===== src/rtl/wdt_pkg.sv =====
// Shared types and constants for the watchdog timeout sequencer.
// The state encodings double as the debug/readback value on the state port.
// The default key and reset pulse width are the reset-request defaults for wdt_ctrl.
package wdt_pkg;

  typedef enum logic [1:0] {
    ST_IDLE  = 2'b00,
    ST_RUN   = 2'b01,
    ST_WARN  = 2'b11,
    ST_RESET = 2'b10
  } wdt_state_e;

  localparam logic [7:0] WDT_KEY       = 8'hA5;
  localparam int         WDT_RST_PULSE = 16;

endpackage


===== src/rtl/wdt_prescaler.sv =====
// Prescaler: ticks once every 2^presc pclk cycles while run is high.
// Latency: tick is combinational from the divider register (no added delay).
// Backpressure: none; clr or !run returns the divider to zero.
module wdt_prescaler
  import wdt_pkg::*;
#(
  parameter int PRESC_W = 4
) (
  input  logic               pclk,
  input  logic               rst,
  input  logic               run,
  input  logic               clr,
  input  logic [PRESC_W-1:0] presc,
  output logic               tick
);

  // Wide enough to count up to 2^(2^PRESC_W - 1) - 1 for the largest presc.
  localparam int DIV_W = (1 << PRESC_W) - 1;

  logic [DIV_W-1:0] div_q, div_d, limit;

  // Terminal count 2^presc - 1: the low presc bits set, the rest clear.
  always_comb begin
    limit = '0;
    for (int i = 0; i < DIV_W; i++) begin
      limit[i] = (i < int'(presc));
    end
  end

  assign tick = run && (div_q == limit);

  // Divider advance: wrap on tick, hold at zero when stopped or cleared.
  always_comb begin
    div_d = div_q + DIV_W'(1);
    if (!run || clr || tick) div_d = '0;
  end

  // Divider register.
  always_ff @(posedge pclk or negedge rst) begin
    if (!rst) div_q <= '0;
    else      div_q <= div_d;
  end

endmodule


===== src/rtl/wdt_ctrl.sv =====
// Watchdog timeout sequencer: prescaled down-counter with keyed kick, warn irq, reset pulse.
// Latency: all outputs registered; a kick reloads cnt on the next edge.
// Backpressure: none; kicks and enable changes are ignored while the reset pulse runs.
// Optional: define WDT_BADKEY_RST_EN to turn a wrong-key kick into an immediate violation reset.
module wdt_ctrl
  import wdt_pkg::*;
#(
  parameter int         CNT_W     = 32,
  parameter int         PRESC_W   = 4,
  parameter int         RST_PULSE = WDT_RST_PULSE,
  parameter logic [7:0] KEY       = WDT_KEY
) (
  input  logic               pclk,
  input  logic               rst,
  input  logic               wdt_en,
  input  logic               kick,
  input  logic [7:0]         kick_key,
  input  logic [CNT_W-1:0]   timeout,
  input  logic [CNT_W-1:0]   warn_thresh,
  input  logic [PRESC_W-1:0] presc,
  input  logic               flag_clr,
  output logic [CNT_W-1:0]   cnt,
  output logic               wdt_irq,
  output logic               wdt_rst_n,
  output logic               expired,
  output logic [1:0]         state
);

  localparam int PC_W = $clog2(RST_PULSE + 1);

  wdt_state_e       state_q, state_d;
  logic [CNT_W-1:0] cnt_q, cnt_d, cnt_dec;
  logic [PC_W-1:0]  pc_q, pc_d;
  logic             irq_q, irq_d;
  logic             rst_n_q, rst_n_d;
  logic             expired_q, expired_d;
  logic             active, kick_ok, tick, enter_rst;

  assign active  = (state_q == ST_RUN) || (state_q == ST_WARN);
  assign kick_ok = kick && (kick_key == KEY);
  // Saturating decrement: an already-zero count stays zero and still expires.
  assign cnt_dec = (cnt_q == '0) ? '0 : cnt_q - CNT_W'(1);

`ifdef WDT_BADKEY_RST_EN
  logic kick_bad;
  assign kick_bad = kick && (kick_key != KEY);
`endif

  wdt_prescaler #(.PRESC_W(PRESC_W)) u_presc (
    .pclk  (pclk),
    .rst   (rst),
    .run   (active),
    .clr   (kick_ok),
    .presc (presc),
    .tick  (tick)
  );

  // Next-state, count reload/decrement and reset-pulse timing.
  always_comb begin
    state_d = state_q;
    cnt_d   = cnt_q;
    pc_d    = pc_q;
    case (state_q)
      ST_IDLE: begin
        if (wdt_en) begin
          state_d = ST_RUN;
          cnt_d   = timeout;
        end
      end
      ST_RUN, ST_WARN: begin
        if (!wdt_en) begin
          state_d = ST_IDLE;
          cnt_d   = '0;
        end else if (kick_ok) begin
          // A kick beats a coincident tick: reload, no decrement.
          state_d = ST_RUN;
          cnt_d   = timeout;
`ifdef WDT_BADKEY_RST_EN
        end else if (kick_bad) begin
          state_d = ST_RESET;
`endif
        end else if (tick) begin
          cnt_d = cnt_dec;
          if (cnt_dec == '0)
            state_d = ST_RESET;
          else if ((state_q == ST_RUN) && (cnt_dec <= warn_thresh))
            state_d = ST_WARN;
        end
      end
      ST_RESET: begin
        if (pc_q == PC_W'(1)) begin
          state_d = wdt_en ? ST_RUN : ST_IDLE;
          cnt_d   = wdt_en ? timeout : '0;
        end else begin
          pc_d = pc_q - PC_W'(1);
        end
      end
      default: begin
        state_d = ST_IDLE;
        cnt_d   = '0;
      end
    endcase

    enter_rst = (state_d == ST_RESET) && (state_q != ST_RESET);
    if (enter_rst) pc_d = PC_W'(RST_PULSE);

    // Outputs follow the next state so they change on the transition edge.
    irq_d     = (state_d == ST_WARN);
    rst_n_d   = (state_d != ST_RESET);
    // Setting on expiry beats a simultaneous clear.
    expired_d = enter_rst ? 1'b1 : (flag_clr ? 1'b0 : expired_q);
  end

  // State and output registers.
  always_ff @(posedge pclk or negedge rst) begin
    if (!rst) begin
      state_q   <= ST_IDLE;
      cnt_q     <= '0;
      pc_q      <= '0;
      irq_q     <= 1'b0;
      rst_n_q   <= 1'b1;
      expired_q <= 1'b0;
    end else begin
      state_q   <= state_d;
      cnt_q     <= cnt_d;
      pc_q      <= pc_d;
      irq_q     <= irq_d;
      rst_n_q   <= rst_n_d;
      expired_q <= expired_d;
    end
  end

  assign cnt       = cnt_q;
  assign wdt_irq   = irq_q;
  assign wdt_rst_n = rst_n_q;
  assign expired   = expired_q;
  assign state     = state_q;

endmodule


===== config.mk =====
export PLATFORM = sky130hd
export DESIGN_NAME = wdt_ctrl
export DESIGN_NICKNAME = d
export VERILOG_FILES = /design/src/rtl/wdt_pkg.sv /design/src/rtl/wdt_prescaler.sv /design/src/rtl/wdt_ctrl.sv
export SDC_FILE = /design/constraint.sdc
export NUM_CORES = 1
export LEC_CHECK = 0
export BUFFER_PORTS_ARGS = -buffer_cell sky130_fd_sc_hd__buf_2
export CAP_MARGIN = 20
export CORE_ASPECT_RATIO = 2
export CORE_MARGIN = 1
export CORE_UTILIZATION = 35
export DETAILED_ROUTE_END_ITERATION = 16
export HOLD_SLACK_MARGIN = 0.03
export PLACE_DENSITY = 0.67
export SLEW_MARGIN = 20
export SYNTH_ARGS = -nofsm -noshare
export SYNTH_HDL_FRONTEND = slang
export SYNTH_SLANG_ARGS = --single-unit

===== constraint.sdc =====
create_clock -name pclk -period 5.1 [get_ports pclk]
set_input_delay 0.765 -clock pclk [delete_from_list [all_inputs] [get_ports pclk]]
set_output_delay 0.765 -clock pclk [all_outputs]
set_load 0.01 [all_outputs]

==> results of run 1 <==
==> worst max-delay path: stages, from the launching register on <==
cell and delay, ns:
dfrtp_1 0.48, inv_1 0.16, ha_1 0.20, nor4b_2 0.40
nand4_1 0.15, buf_4 0.22, or2_2 0.34, nor3_1 0.37
xnor2_1 0.18, nor2_1 0.06, ha_1 0.27, nand4_1 0.13
nor4_1 0.42, nand4_1 0.18, o41ai_1 0.42, a32oi_1 0.20
a21oi_1 0.15
==> cell usage in the layout, fill, tap and decap left out, types with 4 or more instances in the layout <==
cell / count
nand2_1: 41
dfrtp_1: 56
nor3b_1: 4
nand3_1: 32
clkbuf_16: 9
nor3_1: 28
or4_1: 5
xor2_1: 27
nand4_1: 14
a31oi_1: 5
nand2b_1: 5
o211ai_1: 11
buf_4: 14
mux2_2: 8
or2_2: 9
ha_1: 37
o21ai_0: 21
nor4_1: 11
a32oi_1: 4
nor2b_1: 5
o2bb2ai_1: 21
or3_1: 9
a21o_1: 8
a22oi_1: 9
xnor2_1: 19
buf_2: 117
a21oi_1: 40
and3_1: 5
nor2_1: 66
inv_1: 45
==> flip-flops by register name, indices dropped and copies added (netlist names) <==
register	count
u_presc.div_q	15
wdt_rst_n	1
cnt	32
expired	1
wdt_irq	1
state	2
pc_q	5
==> worst max-delay path by stage <==
stage | to | cells after the start
6_report | wdt_irq | 16
5_1_grt | wdt_irq | 16
4_1_cts | state[1] | 16
3_5_place_dp | state[1] | 16
3_3_place_gp | state[1] | 16
2_1_floorplan | state[1] | 13
==> cells by family after synthesis <==
logic type,after synthesis,share of synthesized area
AOI/OAI and AO/OA,147,0.1984
xor gates and xnor gates,47,0.08307
DFF,57,0.2829
and+or+nand+nor,250,0.2547
muxes,11,0.02380
adders and majority gates,37,0.09174
buffers and inverters,85,0.06546
==> where the power goes <==
group	switching, uW	leakage [uW]	internal, uW
sequential	111	0.000717	508
combinational	344	0.00201	268
clock	222	0.000135	340
==> final cells by class <==
| type | instances | area, um^2 | area share |
|---|---|---|---|
| multi-input combinational | 492 | 3309 | 0.5401 |
| sequential | 57 | 1428 | 0.2330 |
| timing repair buffer | 132 | 710.7 | 0.1160 |
| clock buffer | 11 | 242.7 | 0.03962 |
| tap | 189 | 236.5 | 0.03860 |
| inverter | 45 | 168.9 | 0.02757 |
| clock inverter | 5 | 31.28 | 0.005105 |
==> routing by layer <==
metal,wire [um],track usage,vias up,part of all wire
li1,-,-,2502,-
met1,5968,0.2468,2488,0.36
met2,8954,0.4273,215,0.53
met3,954,0.04079,59,0.057
met4,909,0.1399,0,0.054
met5,0,0,-,0
==> per-stage QoR <==
stage | setup WS (ns) | std cells
2_1_floorplan | 1.073 | 634
3_3_place_gp | 0.8703 | 915
3_5_place_dp | 0.7608 | 915
4_1_cts | 0.7217 | 931
5_1_grt | 0.2502 | 931
6_report | 0.6797 | 931
==> metrics.md, run 1 <==
| Metric | Value |
|---|---|
| Core area | `0.01397 mm^2` |
| Reg-to-reg setup timing slack | `0.68 ns` |
| Top cell type's share of synthesized area | `0.2777` |
| ANT nets after route | `0` |
| Starting density of the core | `0.3613` |
| Critical path arrival | `4.68 ns` |
| Grt ovf | `0` |
| Min-Delay Endpoint | `expired` |
| Root Driver | `clkbuf_16` |
| DIE WIDTH | `86.91 um` |
| Kind of critical path | `reg2reg` |
| Worst clock skew | `0.01019 ns` |
| Largest net degree at the start of global routing | `58` |
| Synthesis-to-layout area growth | `21.42%` |
| RSZ-0062 raised after global routing | `no` |
| Post_cts resized | `0` |
| CTS Buf Count | `9` |
| Placed Area | `0.005853 mm^2` |
| Crit path max fanout | `9` |
| Yosys reg bits | `57` |
| Initial drt markers | `446` |
| Final Total Pwr | `1793 uW` |
| Max_cap viols | `0` |
| Peak supply drop | `149.6 uV` |
| Die Area | `0.01493 mm^2` |
| ANT cells | `0` |
| # setup viols final | `0` |
| Syn nets | `752` |
| Outcome | `completed` |
| Top-Level Pins | `118` |
| Yosys top cell by area | `dfrtp_1` |
| Initial antenna violation count | `0` |
| Die Y | `171.8 um` |
| Min-delay worst type | `reg2reg` |
| Final Util | `0.4387` |
| Nets | `855` |
| Lkg Pwr | `0.002860 uW` |
| Clk sink count | `57` |
| Count of input and output buffers | `117` |
| CP Capture Type | `flop` |
| Routed vias/inst | `5.654` |
| Clock latency on the worst-skew pair | `0.34 ns` |
| Mean post-synth cell area | `7.959 um^2` |
| Critical hold path startpoint | `expired` |
| Critical path startpoint category | `flop` |
| DRT Pass-1 Iters | `5` |
| Post-Route Setup TNS | `0 ns` |
| Fin area | `0.006127 mm^2` |
| Via count | `5,264` |
| Final min period | `4.420 ns` |
| First-pass GRT wire length | `26,630 um` |
| Placer Congestion | `0.9440` |
| Critical path required time | `5.36 ns` |
| Critical R2R Launch | `cnt[0]` |
| Synth warnings | `0` |
| Dpl hpwl | `12,970 um` |
| Synth Cell Area | `0.005046 mm^2` |
| Crit path from | `cnt[0]` |
| FF-to-FF End | `wdt_irq` |
| Total setup buffers inserted after CTS | `0` |
| Vias in the first global route | `5,194` |
| Routed len/inst | `18.03 um` |
| CTS tree | `built` |
| Synth Instances | `634` |
| Most used DFF post-synth | `dfrtp_1` |
| Max Freq | `226.2 MHz` |
| Final wirelength | `16,790 um` |
| Number of synthesized flops with an enable pin | `0` |
| Layout cell share with drive strength beyond 1 | `0.2358` |
| Worst Tran Pin Value | `1.067 ns` |
| Async set-reset flop share out of synthesis | `1.000` |
| Fillers | `1,458` |
| Most frequent cell after synthesis | `nor2_1` |
| Max Root-Sink Buffers | `2` |
| Hold_ws | `0.5263 ns` |
| Hold depth | `2` |
| Largest cells by area after synthesis | `dfrtp_1 28%, ha_1 9.2%, nor2_1 4.9%, xor2_1 4.7%, a21oi_1 4.0%` |
| Relative slew margins | `0.2887` |
| Site row count | `61` |
| Tot GR Track Use | `0.2350` |
| Max H-tree Level | `3` |
| Max-slew violation count | `0` |
| Commonest cells post-synth | `66 x nor2_1, 56 x dfrtp_1, 45 x inv_1, 41 x nand2_1, 40 x a21oi_1` |
| # DRC | `0` |
| Final hold violation count | `0` |
| Synth cell types | `63` |
| R2r worst-path depth | `16` |
| Final period utilization | `0.8667` |
| Pwr dens | `292.6 mW/mm^2` |
| Clock-pin slew on the worst setup and hold paths | `0.06 ns` |
| Hold Buf Count CTS | `0` |
| Sequential element share of the synthesized area | `0.2829` |
(Power assumes the default switching activity.)
==> run 2, diff against run 1 <==
ABC_AREA = 1   (was unset)
PLACE_DENSITY = 0.66   (was 0.67)
==> run 2 against run 1 <==
  * Count of clock-buffer cells in the layout is 2 higher
  * Clock skew hardly changed
  * Worst setup slack better by 0.28 ns
  * Register-to-register slack better by 0.28 ns
  * Utilization is 1.2 points lower
  * Cell area is 5.9% higher
  * Critical path type unchanged
  * Largest power group is now combinational cells
==> metrics.md, run 2 <==
| Metric | Value |
|---|---|
| CTS Buf Count | `9` |
| R2r worst-path depth | `23` |
| Commonest cells post-synth | `207 x nand2_1, 159 x inv_1, 110 x nor2_1, 100 x o21ai_0, 56 x dfrtp_1` |
| Number of synthesized flops with an enable pin | `0` |
| Core area | `0.01521 mm^2` |
| Yosys top cell by area | `dfrtp_1` |
| CP Capture Type | `flop` |
| Largest cells by area after synthesis | `dfrtp_1 26%, nand2_1 14%, inv_1 11%, o21ai_0 9.2%, ha_1 8.5%` |
| Initial antenna violation count | `0` |
| Site row count | `64` |
| Crit path max fanout | `9` |
| Min-delay worst type | `reg2reg` |
| CTS tree | `built` |
| Peak supply drop | `233.0 uV` |
| Synth cell types | `40` |
| Largest net degree at the start of global routing | `59` |
| Max-slew violation count | `0` |
| # DRC | `0` |
| Adder-Cell Fraction of Synth Area | `0.08512` |
| Mean post-synth cell area | `6.223 um^2` |
| Root Driver | `clkbuf_16` |
| Placer Congestion | `0.9397` |
| Vias in the first global route | `6,199` |
| Final min period | `4.136 ns` |
| Final hold violation count | `0` |
| Outcome | `completed` |
| Critical path required time | `5.34 ns` |
| Pwr dens | `504.6 mW/mm^2` |
| # setup viols final | `0` |
| Routed len/inst | `16.10 um` |
| Dpl hpwl | `15,790 um` |
| Nets | `1,107` |
| Relative slew margins | `0.4043` |
| Max reg flops | `32` |
| Commonest non-fill, non-tap cell in the layout | `nand2_1` |
| Most frequent cell after synthesis | `nand2_1` |
| Simple-gate share of the synthesized area | `0.3589` |
| Area share of xor/xnor cells in the synthesized design | `0.02093` |
| Via count | `5,989` |
| Max Freq | `241.8 MHz` |
| Top cell type's share of synthesized area | `0.2576` |
| Most used DFF post-synth | `dfrtp_1` |
| Fillers | `1,708` |
| Most frequent cells in the layout | `207 x nand2_1, 159 x inv_1, 117 x buf_2, 110 x nor2_1, 100 x o21ai_0` |
| Placed Instances | `1,176` |
| Synth Instances | `874` |
| Layout cell share with drive strength beyond 1 | `0.1771` |
| Sequential element share of the synthesized area | `0.2625` |
| Final period utilization | `0.8111` |
| Compound-Gate Fraction of Synth Area | `0.1399` |
| Yosys reg bits | `57` |
| Synth Cell Area | `0.005439 mm^2` |
| Final setup margin | `0.9635 ns` |
| Final wirelength | `19,190 um` |
| Critical path startpoint category | `flop` |
| Lkg Pwr | `0.003605 uW` |
| Clk sink count | `57` |
| Worst clock skew | `0.009914 ns` |
| Starting density of the core | `0.3575` |
| Hold depth | `1` |
| Main combinational cell family by area after synthesis | `simple AND/OR/NAND/NOR gates` |
| ANT cells | `0` |
| RSZ-0062 raised after global routing | `no` |
| DRT Pass-1 Iters | `4` |
| Final Total Pwr | `3276 uW` |
| Max Root-Sink Buffers | `2` |
| Die Y | `178.3 um` |
| Kind of critical path | `reg2reg` |
| Count of input and output buffers | `117` |
| Clock latency on the worst-skew pair | `0.35 ns` |
| Async set-reset flop share out of synthesis | `1.000` |
| Initial drt markers | `191` |
| Synth warnings | `0` |
| Grt ovf | `0` |
| Max_cap viols | `0` |
| First-pass GRT wire length | `30,210 um` |
| Post-synthesis mux area share | `0` |
| Max H-tree Level | `3` |
| Clock-pin slew on the worst setup and hold paths | `0.05 ns` |
| Hold_ws | `0.4620 ns` |
| Pre-CTS setup slack | `0.9995 ns` |
| Die Area | `0.01607 mm^2` |
| Syn nets | `992` |
| Total setup buffers inserted after CTS | `0` |
| ANT nets after route | `0` |
| Tot GR Track Use | `0.2505` |
| Worst Tran Pin Value | `0.8936 ns` |
| Routed vias/inst | `5.024` |
| Hold Buf Count CTS | `0` |
| Top-Level Pins | `118` |
| Post_cts resized | `0` |
| Post-Route Setup TNS | `0 ns` |
| Post-Layout Cell Count | `1,192` |
| DIE WIDTH | `90.15 um` |
| Critical path arrival | `4.38 ns` |
| Synthesis-to-layout area growth | `19.35%` |
run 2: cell count changes in the layout (fill, tap and decap cells not counted), moves of 17 or more:
| cell | delta |
|---|---|
| nand2_1 | +166 |
| inv_1 | +114 |
| o21ai_0 | +79 |
| nor2_1 | +44 |
| o2bb2ai_1 | -20 |
| xor2_1 | -17 |
run 2: routing by layer:
metal | track usage | part of all wire | routed length, um | vias to the layer above
li1 | - | - | - | 3013
met1 | 0.2240 | 0.34 | 6493 | 2737
met2 | 0.4844 | 0.54 | 10430 | 166
met3 | 0.03623 | 0.035 | 670 | 73
met4 | 0.2137 | 0.083 | 1597 | 0
met5 | 0 | 0 | 0 | -
run 2: worst paths after layout:
path	start	endpoint	slack (ns)
min in group asynchronous	rst	cnt[2]	0.56
max in group asynchronous	rst	wdt_irq	3.96
setup / recovery	cnt[0]	pc_q[3]	0.96
hold reg to reg	u_presc.div_q[0]	u_presc.div_q[0]	0.46
setup reg to reg	cnt[0]	pc_q[3]	0.96
hold / removal	u_presc.div_q[0]	u_presc.div_q[0]	0.46
run 2: where the power goes:
group	total, uW	internal (uW)	leakage [uW]	switching, uW
clock network	576	352	0.000139	223
registers	774	580	0.000739	194
logic	1930	626	0.00273	1300
total	3280	1560	0.00360	1720
run 2: critical path, stage by stage, from the launching register on:
cell and delay (ns):
dfrtp_1 0.38, clkinv_1 0.16, ha_1 0.30, nand2_2 0.14
nor2_4 0.25, nand2_2 0.12, nor2_1 0.37, nand3_1 0.22
nand3_1 0.24, inv_1 0.09, ha_1 0.28, nand2_1 0.06
inv_1 0.05, nand4_1 0.11, nor4_1 0.42, nand3_1 0.14
nand2_1 0.10, a21oi_1 0.06, nand3_1 0.10, nand3_2 0.09
nand2_4 0.10, nand3_2 0.11, nand2_1 0.08, inv_1 0.03
run 2: cells by family after synthesis:
logic type	Yosys count
buffers and inverters	185
AO/OA/AOI/OAI	144
XOR/XNOR	13
flip-flops	57
AND/OR/NAND/NOR	438
adder cells (fa/ha/maj)	37
run 2: through the flow:
step                utilization  area (um^2)
CTS                      0.4266         6491
floorplan                     -         5439
finish                   0.4266         6491
global placement         0.4086         6216
detailed placement       0.4086         6216
global route             0.4266         6491
run 2: final cells by class:
cell class	count	area (um^2)	share of cell area
Tap cell	198	247.7	0.03817
Sequential cell	57	1428	0.2199
Inverter	167	628.1	0.09676
Clock buffer	13	260.3	0.04009
Multi-Input combinational cell	632	3289	0.5067
Clock inverter	3	15.01	0.002313
Timing Repair Buffer	122	623.1	0.09599
==> run 3, diff against run 2 <==
ABC_AREA = 0   (was 1)
PLACE_DENSITY = 0.67   (was 0.66)
clock period = 4.15 ns   (was 5.1 ns; I/O delays follow)
==> run 3 against run 2 <==
  * Critical path depth down 8
  * Maximum frequency up 2.3%
  * Hold slack worse by 0.17 ns
  * Cell area down 0.48%
==> metrics.md, run 3 (synthesis results as in run 1) <==
| Metric | Value |
|---|---|
| Clock-pin slew on the worst setup and hold paths | `0.05 ns` |
| Min-delay worst type | `in2async` |
| CP delay by family, top | `simple AND/OR/NAND/NOR gates` |
| Final Util | `0.4625` |
| Most frequent cells in the layout | `117 x buf_2, 65 x nor2_1, 56 x dfrtp_1, 49 x buf_4, 45 x inv_1` |
| Count of input and output buffers | `117` |
| Starting density of the core | `0.3613` |
| Outcome | `completed` |
| Clock latency on the worst-skew pair | `0.33 ns` |
| Max Freq | `247.4 MHz` |
| Pre-CTS setup slack | `-0.0008855 ns` |
| ANT cells | `0` |
| Fillers | `1,410` |
| Crit path max fanout | `4` |
| Routed vias/inst | `5.581` |
| Synthesis-to-layout area growth | `28.02%` |
| Routed len/inst | `18.06 um` |
| Relative slew margins | `0.3703` |
| Grt ovf | `0` |
| Peak supply drop | `206.1 uV` |
| Final hold violation count | `0` |
| Final setup margin | `0.1075 ns` |
| First-pass GRT wire length | `27,080 um` |
| Slowest stage delay, CP | `0.60 ns` |
| Layout cell share with drive strength beyond 1 | `0.2789` |
| Max H-tree Level | `3` |
| Worst clock skew | `0.007263 ns` |
| Worst Tran Pin Value | `0.9404 ns` |
| Lkg Pwr | `0.003066 uW` |
| Tot GR Track Use | `0.2423` |
| RSZ-0062 raised after global routing | `no` |
| Root Driver | `clkbuf_16` |
| Clk sink count | `57` |
| Core area | `0.01397 mm^2` |
| DRT Pass-1 Iters | `5` |
| Max Root-Sink Buffers | `2` |
| DIE WIDTH | `86.91 um` |
| R2r worst-path depth | `15` |
| # DRC | `0` |
| Site row count | `61` |
| Critical path required time | `4.39 ns` |
| Via count | `5,397` |
| Final min period | `4.043 ns` |
| Slowest cell on crit path | `or4_1` |
| Die Y | `171.8 um` |
| Max-slew violation count | `0` |
| Nets | `891` |
| Vias in the first global route | `5,365` |
| CP cell instances | `or4_1 -> or4_4 -> buf_4 -> or3_4 -> nor2_4 -> xnor2_1 -> nor2_1 -> ha_1 -> a21o_1 -> a221o_1 -> a22oi_1 -> o2111ai_1 -> o41ai_2 -> a32oi_2 -> a21oi_1` |
| Largest net degree at the start of global routing | `35` |
| Final period utilization | `0.9741` |
| Final wirelength | `17,460 um` |
| Commonest non-fill, non-tap cell in the layout | `buf_2` |
| Worst path depth | `15` |
| CP Capture Type | `flop` |
| Max_cap viols | `0` |
| Placer Congestion | `0.9457` |
| # setup viols final | `0` |
| Top-Level Pins | `118` |
| ANT nets after route | `0` |
| Crit path buf inv count | `1` |
| CTS Buf Count | `9` |
| Initial drt markers | `493` |
| Max reg flops | `32` |
| Critical path arrival | `4.29 ns` |
| CTS tree | `built` |
| Pwr dens | `356.2 mW/mm^2` |
| Initial antenna violation count | `0` |
| Dpl hpwl | `13,520 um` |
| Kind of critical path | `reg2reg` |
| Die Area | `0.01493 mm^2` |
| Critical path startpoint category | `flop` |
==> run 3: cell count changes in the layout (fill, tap and decap cells not counted), sizes merged, moves of 20 or more <==
cell     previous run  this run
nor2              117        66
inv               163        45
nand2             220        41
buf               122       168
nand3              56        32
o21ai             102        23
o2bb2ai             1        21
==> run 3: timing repair <==
item                                    CTS  global route
hold buffers                              0             0
cloned                                    0             0
resized for setup                         1             7
endpoints found under the setup margin    1             2
pin swaps                                 0             2
setup buffers                             0             1
==> run 3: metrics by stage <==
stage          hold WS [ns]  area [um^2]    TNS (ns)  std cells  total power [uW]
6_report             0.2872         6460           0        967              2301
3_3_place_gp         0.5101         6131           0        950              1578
5_1_grt              0.3326         6460           0        967              2437
2_1_floorplan        0.3269         5046           0        634              1233
4_1_cts              0.3075         6412           0        966              2300
3_5_place_dp         0.5164         6131  -0.0008855        950              1595
==> run 3: worst register-to-register path: cells and delay by family (launching register included) <==
family	cells	cell delay, ns
compound gates	7	1.28
xor+xnor	1	0.12
fa+ha+maj	1	0.29
buf+inv	1	0.18
flops	1	0.37
simple gates	5	1.72
==> run 3: layer usage <==
metal,vias up,track usage,wire (um)
met5,-,0,0
met4,0,0.1594,996
met3,66,0.03791,896
met2,228,0.4471,9378
met1,2532,0.2450,6190
li1,2571,-,-
==> run 3: final timing paths <==
kind,slack [ns],start,to
setup / recovery,0.11,cnt[1],wdt_irq
hold / removal,0.29,rst,u_presc.div_q[8]
setup reg to reg,0.11,cnt[1],wdt_irq
hold reg to reg,0.52,pc_q[4],pc_q[4]
max in group asynchronous,2.97,rst,u_presc.div_q[13]
min in group pclk,0.49,flag_clr,expired
==> run 3: layout make-up <==
class                   count  area (um^2)  share of cell area
repair buffers            168        993.5              0.1538
multi-input cells         492         3358              0.5199
flip-flops and latches     57         1428              0.2210
well taps                 189        236.5             0.03661
clock inverters             3        15.01            0.002324
inverters                  45        168.9             0.02615
clock buffers              13        260.3             0.04029
==> run 3: where the power goes <==
part | total (uW) | switching, uW | internal (uW)
sequential | 709 | 83.4 | 625
clock | 697 | 264 | 433
combinational | 895 | 507 | 388
